**src/rtl/uart_rx_cmd_ctrl.sv**
```systemverilog
// Command sequencer behind the UART receiver: decodes multi-byte frames into RF writes/reads
// and ALU operations, and returns read data / ALU results as bytes to the TX FIFO.
module uart_rx_cmd_ctrl #(
  parameter int DATA_WIDTH = 8,
  parameter int ADDR_WIDTH = 4,
  parameter int TIMEOUT    = 64
) (
  input  logic                      CLK,
  input  logic                      RST,
  input  logic [DATA_WIDTH-1:0]     rx_data,
  input  logic                      rx_valid,
  input  logic                      rx_par_err,
  input  logic                      rx_frm_err,
  output logic                      RF_WrEn,
  output logic                      RF_RdEn,
  output logic [ADDR_WIDTH-1:0]     RF_Address,
  output logic [DATA_WIDTH-1:0]     RF_WrData,
  input  logic [DATA_WIDTH-1:0]     RF_RdData,
  input  logic                      RF_RdData_Vld,
  output logic                      ALU_EN,
  output logic [3:0]                ALU_FUN,
  input  logic [2*DATA_WIDTH-1:0]   ALU_OUT,
  input  logic                      ALU_OUT_VLD,
  output logic                      CLK_GATE_EN,
  output logic [DATA_WIDTH-1:0]     tx_data,
  output logic                      tx_push,
  input  logic                      tx_full,
  output logic                      busy,
  output logic                      cmd_err
);

  typedef enum logic [3:0] {
    S_IDLE, S_WR_ADDR, S_WR_DATA, S_RD_ADDR, S_RD_WAIT, S_OP_A, S_OP_B,
    S_FUN, S_ALU_START, S_ALU_WAIT, S_TX_LO, S_TX_HI
  } state_t;

  localparam logic [DATA_WIDTH-1:0] CMD_WR  = DATA_WIDTH'(8'hAA);
  localparam logic [DATA_WIDTH-1:0] CMD_RD  = DATA_WIDTH'(8'hBB);
  localparam logic [DATA_WIDTH-1:0] CMD_OP  = DATA_WIDTH'(8'hCC);
  localparam logic [DATA_WIDTH-1:0] CMD_FUN = DATA_WIDTH'(8'hDD);
  localparam logic [7:0]            TO_LAST = 8'(TIMEOUT - 1);

  state_t                  state_reg, state_next;
  logic [7:0]              cnt_reg, cnt_next;
  logic [ADDR_WIDTH-1:0]   wr_addr_reg, wr_addr_next;
  logic [ADDR_WIDTH-1:0]   rf_addr_reg, rf_addr_next;
  logic [DATA_WIDTH-1:0]   wr_data_reg, wr_data_next;
  logic                    wr_en_reg, wr_en_next;
  logic                    rd_en_reg, rd_en_next;
  logic                    alu_en_reg, alu_en_next;
  logic [3:0]              alu_fun_reg, alu_fun_next;
  logic                    gate_reg, gate_next;
  logic [2*DATA_WIDTH-1:0] res_reg, res_next;
  logic                    two_reg, two_next;
  logic                    err_reg, err_next;
  logic                    byte_ok, byte_bad, rx_state;

  assign byte_ok  = rx_valid && !rx_par_err && !rx_frm_err;
  assign byte_bad = rx_valid && (rx_par_err || rx_frm_err);
  assign rx_state = (state_reg == S_IDLE)   || (state_reg == S_WR_ADDR) ||
                    (state_reg == S_WR_DATA) || (state_reg == S_RD_ADDR) ||
                    (state_reg == S_OP_A)    || (state_reg == S_OP_B)    ||
                    (state_reg == S_FUN);

  always_ff @(posedge CLK or posedge RST) begin
    if (RST) begin
      state_reg   <= S_IDLE;
      cnt_reg     <= '0;
      wr_addr_reg <= '0;
      rf_addr_reg <= '0;
      wr_data_reg <= '0;
      wr_en_reg   <= 1'b0;
      rd_en_reg   <= 1'b0;
      alu_en_reg  <= 1'b0;
      alu_fun_reg <= '0;
      gate_reg    <= 1'b0;
      res_reg     <= '0;
      two_reg     <= 1'b0;
      err_reg     <= 1'b0;
    end else begin
      state_reg   <= state_next;
      cnt_reg     <= cnt_next;
      wr_addr_reg <= wr_addr_next;
      rf_addr_reg <= rf_addr_next;
      wr_data_reg <= wr_data_next;
      wr_en_reg   <= wr_en_next;
      rd_en_reg   <= rd_en_next;
      alu_en_reg  <= alu_en_next;
      alu_fun_reg <= alu_fun_next;
      gate_reg    <= gate_next;
      res_reg     <= res_next;
      two_reg     <= two_next;
      err_reg     <= err_next;
    end
  end

  always_comb begin
    state_next   = state_reg;
    cnt_next     = '0;
    wr_addr_next = wr_addr_reg;
    rf_addr_next = rf_addr_reg;
    wr_data_next = wr_data_reg;
    wr_en_next   = 1'b0;
    rd_en_next   = 1'b0;
    alu_en_next  = 1'b0;
    alu_fun_next = alu_fun_reg;
    gate_next    = gate_reg;
    res_next     = res_reg;
    two_next     = two_reg;
    err_next     = 1'b0;

    // Receive states act on clean bytes here; corrupted bytes are handled after the case.
    case (state_reg)
      S_IDLE: if (byte_ok) begin
        case (rx_data)
          CMD_WR:  state_next = S_WR_ADDR;
          CMD_RD:  state_next = S_RD_ADDR;
          CMD_OP:  state_next = S_OP_A;
          CMD_FUN: state_next = S_FUN;
          default: err_next   = 1'b1;
        endcase
      end
      S_WR_ADDR: if (byte_ok) begin
        wr_addr_next = rx_data[ADDR_WIDTH-1:0];
        state_next   = S_WR_DATA;
      end
      S_WR_DATA: if (byte_ok) begin
        wr_en_next   = 1'b1;
        rf_addr_next = wr_addr_reg;
        wr_data_next = rx_data;
        state_next   = S_IDLE;
      end
      S_RD_ADDR: if (byte_ok) begin
        rd_en_next   = 1'b1;
        rf_addr_next = rx_data[ADDR_WIDTH-1:0];
        state_next   = S_RD_WAIT;
      end
      S_OP_A, S_OP_B: if (byte_ok) begin
        wr_en_next   = 1'b1;
        rf_addr_next = (state_reg == S_OP_A) ? ADDR_WIDTH'(0) : ADDR_WIDTH'(1);
        wr_data_next = rx_data;
        state_next   = (state_reg == S_OP_A) ? S_OP_B : S_FUN;
      end
      S_FUN: if (byte_ok) begin
        alu_fun_next = rx_data[3:0];
        gate_next    = 1'b1;
        state_next   = S_ALU_START;
      end
      // The gated ALU clock runs one cycle before the start strobe.
      S_ALU_START: begin
        err_next    = rx_valid;
        alu_en_next = 1'b1;
        state_next  = S_ALU_WAIT;
      end
      S_RD_WAIT: begin
        err_next = rx_valid;
        if (RF_RdData_Vld) begin
          res_next   = {{DATA_WIDTH{1'b0}}, RF_RdData};
          two_next   = 1'b0;
          state_next = S_TX_LO;
        end else if (cnt_reg == TO_LAST) begin
          err_next   = 1'b1;
          state_next = S_IDLE;
        end else begin
          cnt_next = cnt_reg + 8'd1;
        end
      end
      S_ALU_WAIT: begin
        err_next = rx_valid;
        if (ALU_OUT_VLD) begin
          res_next   = ALU_OUT;
          two_next   = 1'b1;
          gate_next  = 1'b0;
          state_next = S_TX_LO;
        end else if (cnt_reg == TO_LAST) begin
          err_next   = 1'b1;
          gate_next  = 1'b0;
          state_next = S_IDLE;
        end else begin
          cnt_next = cnt_reg + 8'd1;
        end
      end
      S_TX_LO: begin
        err_next = rx_valid;
        if (!tx_full) state_next = two_reg ? S_TX_HI : S_IDLE;
      end
      S_TX_HI: begin
        err_next = rx_valid;
        if (!tx_full) state_next = S_IDLE;
      end
      default: state_next = S_IDLE;
    endcase

    if (rx_state && byte_bad) begin
      err_next   = 1'b1;
      state_next = S_IDLE;
    end
  end

  assign RF_WrEn     = wr_en_reg;
  assign RF_RdEn     = rd_en_reg;
  assign RF_Address  = rf_addr_reg;
  assign RF_WrData   = wr_data_reg;
  assign ALU_EN      = alu_en_reg;
  assign ALU_FUN     = alu_fun_reg;
  assign CLK_GATE_EN = gate_reg;
  assign cmd_err     = err_reg;
  assign busy        = (state_reg != S_IDLE);
  assign tx_push     = ((state_reg == S_TX_LO) || (state_reg == S_TX_HI)) && !tx_full;
  assign tx_data     = (state_reg == S_TX_HI) ? res_reg[2*DATA_WIDTH-1:DATA_WIDTH]
                                              : res_reg[DATA_WIDTH-1:0];

endmodule

```
**config.mk**
```make
export PLATFORM = sky130hd
export DESIGN_NAME = uart_rx_cmd_ctrl
export DESIGN_NICKNAME = d
export VERILOG_FILES = /design/src/rtl/uart_rx_cmd_ctrl.sv
export SDC_FILE = /design/constraint.sdc
export NUM_CORES = 1
export LEC_CHECK = 0
export ABC_AREA = 0
export ABC_CLOCK_PERIOD_IN_PS = 2009
export CAP_MARGIN = 10
export CORE_ASPECT_RATIO = 0.7
export CORE_MARGIN = 2
export CORE_UTILIZATION = 49
export CTS_BUF_LIST = sky130_fd_sc_hd__clkbuf_4 sky130_fd_sc_hd__clkbuf_8 sky130_fd_sc_hd__clkbuf_16
export DETAILED_ROUTE_END_ITERATION = 10
export PLACE_DENSITY = 0.83
export SLEW_MARGIN = 10
export SYNTH_ARGS = -nofsm -noshare
export SYNTH_HDL_FRONTEND = slang
export SYNTH_SLANG_ARGS = --single-unit
```
**constraint.sdc**
```tcl
create_clock -name CLK -period 2.01 [get_ports CLK]
set_input_delay 0.201 -clock CLK [delete_from_list [all_inputs] [get_ports CLK]]
set_output_delay 0.201 -clock CLK [all_outputs]
set_load 0.02 [all_outputs]
```
==> flow_summary.json <==
{
  "post-route-drc-count": 0,
  "largest_net_degree_at_the_start_of_global_routing": 25,
  "synthesis.area_um2": 2705,
  "drtIter0Drc": 203,
  "most_frequently_used_flop_master_after_synthesis": "sky130_fd_sc_hd__dfrtp_1",
  "ranking_of_synthesized_cells_by_instance_count": "54 x sky130_fd_sc_hd__dfrtp_1, 24 x sky130_fd_sc_hd__mux2_2, 23 x sky130_fd_sc_hd__nand2_1",
  "area.sequential_um2": 1355,
  "ir_drop_mv": 0.5394,
  "syn_area_per_cell_um2": 10.82,
  "critical_path_depth": 4,
  "worstPathMaxFanout": 10,
  "power_mw": 3.374,
  "core_um2": 5285,
  "power_per_cell_area_nw_per_um2": 883.3,
  "synth.largest_area_cell": "sky130_fd_sc_hd__dfrtp_1",
  "drt_pass1_iterations": 4,
  "postSynthRegisterBits": 54,
  "largest_register_ff_count": 16,
  "report.final.setup_viol": 0,
  "worstSetupEndpointType": "output pin",
  "drive_above_1_share": 0.2358,
  "path_class": "reg -> out",
  "post-route-period-util": 0.9675,
  "reg2regPathDepth": 6,
  "place.detailed.hpwl_um": 5076,
  "gr-usage-all-layers": 0.2272,
  "rsz0062_at_grt": "no",
  "synthMostInstantiatedCell": "sky130_fd_sc_hd__dfrtp_1",
  "finalCoreUtilization": 0.7228,
  "post_layout_instance_count_excluding_filler_cells": 424,
  "critical_path.n_buffers_inverters": 2,
  "fp.dieW_um": 92.81,
  "outcome": "complete, no violations",
  "worstPathArrival_ps": 1740,
  "worstSkewPairLatency_ps": 310,
  "nFillCells": 403,
  "finalWirelength_um": 6551,
  "clock-root-buffer": "sky130_fd_sc_hd__clkbuf_8",
  "initial_antenna_violation_count": 0,
  "synth_async_sr_flop_share": 1.000,
  "yosysSeqAreaShare": 0.4995,
  "globalplace.congestion": 0.9364,
  "floorplan.io_pins": 71,
  "postRouteAntennaNets": 0,
  "multiInputGateArea_um2": 1270,
  "synthToLayoutAreaGrowth_pct": 41.21,
  "antenna-diode-count": 0,
  "final-max-slew-violation-count": 0,
  "post_cts_resize_count": 12,
  "dpl.cell_count": 416,
  "netlist_top_cells_area": "sky130_fd_sc_hd__dfrtp_1 50%, sky130_fd_sc_hd__mux2_2 10%, sky130_fd_sc_hd__o21ai_0 3.9%",
  "timing.critical_path.cells": "nand4b_1, buf_6, mux2_2, dlygate4sd2_1",
  "core.rowCount": 22,
  "yosysUniqueCellTypes": 48,
  "first_global_vias": 2307,
  "vias_per_cell": 5.392,
  "global_route.overflow_total": 0,
  "worst_slew_pin_slew_ps": 531.1,
  "postSynthCellCount": 250,
  "wire_length_of_the_first_global_routing_pass_um": 10820,
  "number_of_max_cap_violations": 0,
  "dr_total_vias": 2286,
  "num_cts_buffers": 5,
  "die_y_um": 66.17,
  "die-area_um2": 6140,
  "clock_skew_ps": 9.375,
  "crit_path_max_incr_delay_ps": 490,
  "timing.critical_path.from_type": "flop",
  "final.min_clock_period_ps": 1945,
  "critPathRequiredTime_ps": 1810,
  "worst_slew_margin_rel": 0.6454,
  "cts_buffer_depth": 2,
  "tritoncts": "built",
  "synth_top_area_share": 0.4995,
  "hold_buffers": 0,
  "cts.sinks": 54,
  "synth_edf_count": 0,
  "start_util": 0.5118,
  "io_buffer_count": 70,
  "nets": 392,
  "power.static_leakage_nw": 1.692,
  "route.detailed.wl_per_inst_um": 15.45,
  "clk_pin_slew_ps": 100,
  "post_cts_setup_buffer_count": 0,
  "crit_family": "flip-flops",
  "max_clock_freq_ghz": 0.5142,
  "hold_path.class": "in -> async",
  "final-hold-violation-count": 0,
  "syn_nets": 291,
  "cts.htree.levels": 2,
  "timing.critical_path.slowest_stage_cell": "sky130_fd_sc_hd__dfrtp_2",
  "total_number_of_yosys_warnings": 0
}
==> power breakdown <==
part / switching, mW / total, mW / leakage (nW) / internal (mW)
registers: 0.153 / 1.47 / 0.724 / 1.32
clock network: 0.350 / 0.611 / 0.0486 / 0.260
logic: 0.632 / 1.29 / 0.919 / 0.657
total: 1.13 / 3.37 / 1.69 / 2.24
==> stage by stage <==
step	area, um^2	TNS, ps	hold WS [ps]	setup slack, ps
after floorplan	2705	0	340.9	194.4
after global placement	3724	-2206	455.0	-179.5
after detailed placement	3724	-2848	464.8	-212.1
after CTS	3804	0	252.1	35.80
after global routing	3820	0	270.8	4.362
final	3820	0	238.2	65.24
==> final cells by class <==
| class | instances | share of cell area |
|---|---|---|
| tap | 72 | 0.02358 |
| inverter | 5 | 0.004913 |
| clock buffer | 6 | 0.01998 |
| clock inverter | 2 | 0.003603 |
| multi-input combinational | 178 | 0.3325 |
| sequential | 54 | 0.3547 |
| timing repair buffer | 107 | 0.2607 |
==> cells in the final DEF (no fill, tap or decap), types with 4 or more instances in the layout <==
cell and n:
sky130_fd_sc_hd__a22o_1 9, sky130_fd_sc_hd__mux2i_1 8, sky130_fd_sc_hd__nor2_1 17, sky130_fd_sc_hd__xnor2_1 4, sky130_fd_sc_hd__clkdlybuf4s50_1 60, sky130_fd_sc_hd__dfrtp_1 51, sky130_fd_sc_hd__nand3_1 6, sky130_fd_sc_hd__a21o_1 4
sky130_fd_sc_hd__inv_1 4, sky130_fd_sc_hd__clkbuf_8 5, sky130_fd_sc_hd__o21ai_0 21, sky130_fd_sc_hd__xor2_1 4, sky130_fd_sc_hd__buf_4 34, sky130_fd_sc_hd__dlygate4sd2_1 9, sky130_fd_sc_hd__a21oi_1 9, sky130_fd_sc_hd__mux2_2 24
sky130_fd_sc_hd__nand2_1 23
==> layer usage <==
metal,vias to the layer above,track usage,wire length [um]
li1,1102,-,-
met1,1103,0.3202,3126
met2,72,0.3560,3033
met3,9,0.04447,309
met4,0,0.07537,81
met5,-,0,0
==> cells by family (layout without fill, tap and decap cells) <==
family / count (synthesis) / in the layout / share of synthesized area
buffers and inverters: 18 / 120 / 0.03700
muxes: 32 / 32 / 0.1295
xor gates and xnor gates: 8 / 8 / 0.02590
and+or+nand+nor: 77 / 77 / 0.1550
AOI/OAI and AO/OA: 60 / 60 / 0.1485
DFF: 54 / 54 / 0.4995
adders and majority gates: 1 / 1 / 0.004625
==> path summary, 6_finish.rpt <==
kind                                  to  slack (ps)          start
max in group asynchronous     res_reg[0]        1220            RST
max                           tx_data[7]          70   state_reg[0]
max reg2reg                 state_reg[0]         110   state_reg[2]
min                           res_reg[8]         240            RST
min reg2reg                RF_Address[3]         480  RF_Address[3]
min in group CLK           RF_Address[3]         480  RF_Address[3]
Power figures use the tool's default switching activity.
